[src/rtl/ysyx_24070016_ifu_fetch.sv]
// Instruction fetch stage: owns the PC, issues one read per instruction and
// buffers the returned word for decode, honouring execute redirects and halt.
module ysyx_24070016_ifu_fetch #(
  parameter logic [31:0] RESET_PC    = 32'h8000_0000,
  parameter bit          HALT_ON_ERR = 1'b1
) (
  input  logic        clk,
  input  logic        rst_n,
  output logic        mem_arvalid,
  output logic [31:0] mem_araddr,
  input  logic        mem_arready,
  input  logic        mem_rvalid,
  input  logic [31:0] mem_rdata,
  input  logic [1:0]  mem_rresp,
  output logic        mem_rready,
  output logic        if_valid,
  output logic [31:0] if_inst,
  output logic [31:0] if_pc,
  output logic        if_err,
  input  logic        id_ready,
  input  logic        redirect_valid,
  input  logic [31:0] redirect_pc,
  input  logic        halt
);

  typedef enum logic [2:0] {
    S_IDLE,
    S_REQ,
    S_WAIT,
    S_OUT,
    S_HALT
  } state_e;

  state_e      state_q, state_d;
  logic [31:0] pc_q, pc_d;
  logic [31:0] req_addr_q, req_addr_d;
  logic [31:0] inst_q, inst_d;
  logic [31:0] if_pc_q, if_pc_d;
  logic        err_q, err_d;
  logic        kill_q, kill_d;
  logic        halted_q, halted_d;

  logic [31:0] redirect_tgt;
  logic [31:0] pc_plus4;
  logic        halt_now;

  assign redirect_tgt = redirect_pc & 32'hFFFF_FFFC;
  assign pc_plus4     = pc_q + 32'd4;
  assign halt_now     = halted_q | halt;

  always_ff @(posedge clk or negedge rst_n) begin
    if (!rst_n) begin
      state_q    <= S_IDLE;
      pc_q       <= RESET_PC;
      req_addr_q <= 32'd0;
      inst_q     <= 32'd0;
      if_pc_q    <= 32'd0;
      err_q      <= 1'b0;
      kill_q     <= 1'b0;
      halted_q   <= 1'b0;
    end else begin
      state_q    <= state_d;
      pc_q       <= pc_d;
      req_addr_q <= req_addr_d;
      inst_q     <= inst_d;
      if_pc_q    <= if_pc_d;
      err_q      <= err_d;
      kill_q     <= kill_d;
      halted_q   <= halted_d;
    end
  end

  // A request already on the bus cannot be withdrawn, so a redirect while it is
  // in flight only marks it killed; the response is dropped and pc refetched.
  always_comb begin
    state_d    = state_q;
    pc_d       = pc_q;
    req_addr_d = req_addr_q;
    inst_d     = inst_q;
    if_pc_d    = if_pc_q;
    err_d      = err_q;
    kill_d     = kill_q;
    halted_d   = halted_q | halt;

    case (state_q)
      S_IDLE: begin
        if (redirect_valid) begin
          pc_d       = redirect_tgt;
          req_addr_d = redirect_tgt;
        end else begin
          req_addr_d = pc_q;
        end
        state_d = halt_now ? S_HALT : S_REQ;
      end

      S_REQ: begin
        if (redirect_valid) begin
          pc_d   = redirect_tgt;
          kill_d = 1'b1;
        end
        if (mem_arready) begin
          state_d = S_WAIT;
        end
      end

      S_WAIT: begin
        if (redirect_valid) begin
          pc_d   = redirect_tgt;
          kill_d = 1'b1;
        end
        if (mem_rvalid) begin
          if (halt_now) begin
            kill_d  = 1'b0;
            state_d = S_HALT;
          end else if (kill_q || redirect_valid) begin
            kill_d     = 1'b0;
            req_addr_d = redirect_valid ? redirect_tgt : pc_q;
            state_d    = S_REQ;
          end else begin
            inst_d  = mem_rdata;
            if_pc_d = req_addr_q;
            err_d   = (mem_rresp != 2'b00);
            state_d = S_OUT;
          end
        end
      end

      // A redirect drops the buffered instruction even when decode takes it.
      S_OUT: begin
        if (redirect_valid) begin
          pc_d       = redirect_tgt;
          req_addr_d = redirect_tgt;
          state_d    = halt_now ? S_HALT : S_REQ;
        end else if (id_ready) begin
          pc_d       = pc_plus4;
          req_addr_d = pc_plus4;
          state_d    = (halt_now || (HALT_ON_ERR && err_q)) ? S_HALT : S_REQ;
        end
      end

      S_HALT: begin
        state_d = S_HALT;
      end

      default: begin
        state_d = S_HALT;
      end
    endcase
  end

  assign mem_arvalid = (state_q == S_REQ);
  assign mem_araddr  = req_addr_q;
  assign mem_rready  = (state_q == S_WAIT);
  assign if_valid    = (state_q == S_OUT);
  assign if_inst     = inst_q;
  assign if_pc       = if_pc_q;
  assign if_err      = err_q;

endmodule

[config.mk]
export PLATFORM = sky130hd
export DESIGN_NAME = ysyx_24070016_ifu_fetch
export DESIGN_NICKNAME = d
export VERILOG_FILES = /design/src/rtl/ysyx_24070016_ifu_fetch.sv
export SDC_FILE = /design/constraint.sdc
export NUM_CORES = 1
export LEC_CHECK = 0
export ABC_AREA = 1
export BUFFER_PORTS_ARGS = -buffer_cell sky130_fd_sc_hd__buf_2
export CAP_MARGIN = 20
export CORE_MARGIN = 3
export CORE_UTILIZATION = 57
export DETAILED_ROUTE_END_ITERATION = 10
export PLACE_DENSITY = 0.84
export SETUP_SLACK_MARGIN = 0.3
export SLEW_MARGIN = 15
export SYNTH_ARGS = -nofsm -noshare
export SYNTH_HDL_FRONTEND = slang
export SYNTH_SLANG_ARGS = --single-unit
export TNS_END_PERCENT = 20
[constraint.sdc]
create_clock -name clk -period 3.5 [get_ports clk]
set_input_delay 1.05 -clock clk [delete_from_list [all_inputs] [get_ports clk]]
set_output_delay 1.05 -clock clk [all_outputs]
set_load 0.01 [all_outputs]
==> flow_metrics.py <==
metrics = {
    "cts": {
        "cts_tree": "yes",
        "clockBufferDepth": 2,
        "clkLatencyLatePin_ns": 0.41,
        "clkTransAtPathRegs_ns": 0.06,
        "htreeDepth": 4,
        "postCtsResizedCells": 0,
        "root_buffer": "clkbuf_16",
        "cts_sinks": 134,
        "postCtsSetupBuffers": 0,
        "hold_buffers": 0,
        "cts_buffers": 17,
    },
    "detailed_routing": {
        "vias": 6358,
        "viasPerCell": 5.255,
        "postRouteAntennaNets": 0,
        "dr.pass1.iters": 5,
        "wl_um": 17550,
        "dr.first_iter.drc_count": 508,
        "drc": 0,
        "routedWlPerCell_um": 14.50,
    },
    "floorplanning": {
        "start_util_pct": 59.47,
        "dieArea_mm2": 0.01283,
        "die_w_um": 113.3,
        "num_io_pins": 173,
        "core_mm2": 0.01103,
        "row_count": 38,
        "die_h_um": 113.3,
    },
    "timing": {
        "setup_violations": 0,
        "fin_hold_ws_ns": 0.4685,
        "max_freq_mhz": 384.2,
        "fin_crit_sh_pct": 74.37,
        "tightest_slew_ns": 0.7049,
        "finalHoldViolCount": 0,
        "rsz0062_at_grt": "no",
        "slew_viol_final": 0,
        "finClkSkew_ns": 0.005872,
        "relSlewSlack_pct": 53.01,
        "setup-tns-final_ns": 0,
        "fin_crit_ns": 2.603,
        "setup_slack_ns": 0.8971,
    },
    "synth": {
        "synth-async-reset-ratio_pct": 100.0,
        "synthCells": 891,
        "ys_seq_area_share_pct": 51.13,
        "synth.distinct_cells": 33,
        "ys_warn_count": 0,
        "synth_fp_nets": 965,
        "syn_avg_cell_area_um2": 7.363,
        "synth_edf_count": 0,
        "synthFlopType": "dfrtp_1",
        "synth_area_mm2": 0.006560,
        "synth-seq-cells": 134,
    },
    "worst_hold_path": {
        "worstHoldEndpoint": "pc_q[31]",
        "hold_path.class": "reg -> reg",
        "holdPathStages": 2,
        "hp-start": "pc_q[31]",
    },
    "power_and_ir_drop": {
        "power.leakage_nw": 4.516,
        "powerDensity_mw_per_mm2": 546.0,
        "ir_drop_mv": 0.3472,
    },
    "layout": {
        "final_cell_mix": "nand2_1, buf_2, dfrtp_1",
        "final_common_cell": "nand2_1",
        "synthToLayoutAreaGrowth_pct": 24.07,
        "final_nets": 1131,
        "layout-drive-gt1-share_pct": 22.36,
        "instances_no_fill": 1210,
        "postLayoutCoreUtil_pct": 73.79,
    },
    "global_routing": {
        "grt_first_pass_wirelength_um": 28790,
        "antenna_found_initial": 1,
        "grt_pass1_vias": 5932,
        "grt_max_degree": 71,
        "grt_overflow": 0,
        "groute.usage.overall_pct": 27.79,
    },
    "place": {
        "gp_congestion": 0.9200,
        "port_buffers": 170,
        "dp_hpwl_um": 12240,
        "place_ws_ns": 0.6518,
        "placed_cells_incl_taps": 1178,
    },
    "critical_path": {
        "reg2reg_from": "state_q[2]",
        "critPathRequiredTime_ns": 2.45,
        "r2r_slack_ns": 1.39,
        "crit_path_end_kind": "primary output",
        "arrival_ns": 1.55,
        "start_kind": "register",
        "rr_endpoint": "mem_araddr[16]",
        "crit_type": "reg -> out",
        "ff2ff_path_depth": 9,
        "worst-path-max-fanout": 19,
    },
    "run_status": {
        "status": "finished, final reports clean",
    },
    "flow_run": {
        "maxCapViolCount": 0,
    },
}
==> per-layer routing <==
| metal | wire (um) | global-route usage [%] | up-vias | share of wire [%] |
|---|---|---|---|---|
| li1 | - | - | 3127 | - |
| met1 | 7480 | 36.38 | 2930 | 43 |
| met2 | 8467 | 46.64 | 274 | 48 |
| met3 | 1336 | 5.722 | 27 | 7.6 |
| met4 | 262 | 8.734 | 0 | 1.5 |
| met5 | 0 | 0 | - | 0 |
==> sequential cells by signal, summed over array words and instances (netlist names) <==
signal and cells:
if_inst 32, if_pc 32, pc_q 32, if_err 1
halted_q 1, kill_q 1, state_q 3, mem_araddr 32
==> where the power goes <==
part	total, mW	internal, mW	switching, mW
logic	0.664	0.262	0.402
registers	1.93	1.73	0.195
clock network	1.85	1.15	0.702
==> worst max path at each step <==
stage          depth (start not counted)     endpoint      startpoint  slack (ns)
2_1_floorplan                          7     if_pc[0]  redirect_valid        1.27
3_3_place_gp                           8   if_inst[8]  redirect_valid        0.66
3_5_place_dp                           8   if_inst[6]  redirect_valid        0.65
4_1_cts                                3     if_valid      state_q[1]        0.90
5_1_grt                                3  mem_arvalid      state_q[0]        0.83
6_report                               3     if_valid      state_q[1]        0.90
==> critical path, cell delays in order (launching register included) <==
cell,delay (ns)
dfrtp_1,0.43
nand2_1,0.12
nor2_4,0.38
buf_2,0.22
==> cells in the mapped netlist, drive strengths merged, types with 2 or more instances <==
| master | count | area (um^2) |
|---|---|---|
| or2 | 13 | 81.33 |
| buf | 20 | 107.6 |
| inv | 59 | 221.5 |
| dfrtp | 133 | 3328 |
| nor3 | 6 | 41.29 |
| clkinv | 2 | 7.510 |
| nand4 | 4 | 25.02 |
| nor2 | 65 | 264.0 |
| a21boi | 2 | 15.01 |
| nand3b | 5 | 37.54 |
| o21ai | 46 | 234.0 |
| nand3 | 67 | 340.3 |
| a21oi | 4 | 20.02 |
| a22oi | 9 | 67.56 |
| nand2 | 435 | 1638 |
| clkbuf | 13 | 48.80 |
==> cell type report <==
cell class	instances	area (um^2)
Inverter	61	229.0
Sequential cell	134	3354
Timing Repair Buffer	180	944.7
Fill cell	868	2892
Multi-Input combinational cell	663	2823
Tap cell	140	175.2
Clock inverter	13	171.4
Clock buffer	18	439.2
Antenna cell	1	2.502
==> metrics by stage <==
| stage | cell area (um^2) | power [mW] |
|---|---|---|
| 3_3_place_gp | 7526 | 2.584 |
| 2_1_floorplan | 6560 | 2.301 |
| 3_5_place_dp | 7526 | 2.604 |
| 6_report | 8139 | 4.444 |
| 5_1_grt | 8139 | 4.655 |
| 4_1_cts | 8137 | 4.468 |
==> kinds of logic (layout without fill, tap and decap cells) <==
family                   after synthesis  after routing  share of synthesized area, %
AO/OA/AOI/OAI                         66             66                         5.684
adder cells (fa/ha/maj)                1              1                        0.1907
buffers and inverters                 94            272                         5.875
flip-flops                           134            134                         51.13
other                                  0              1                             0
AND/OR/NAND/NOR                      596            596                         37.12
(Power assumes the default switching activity.)
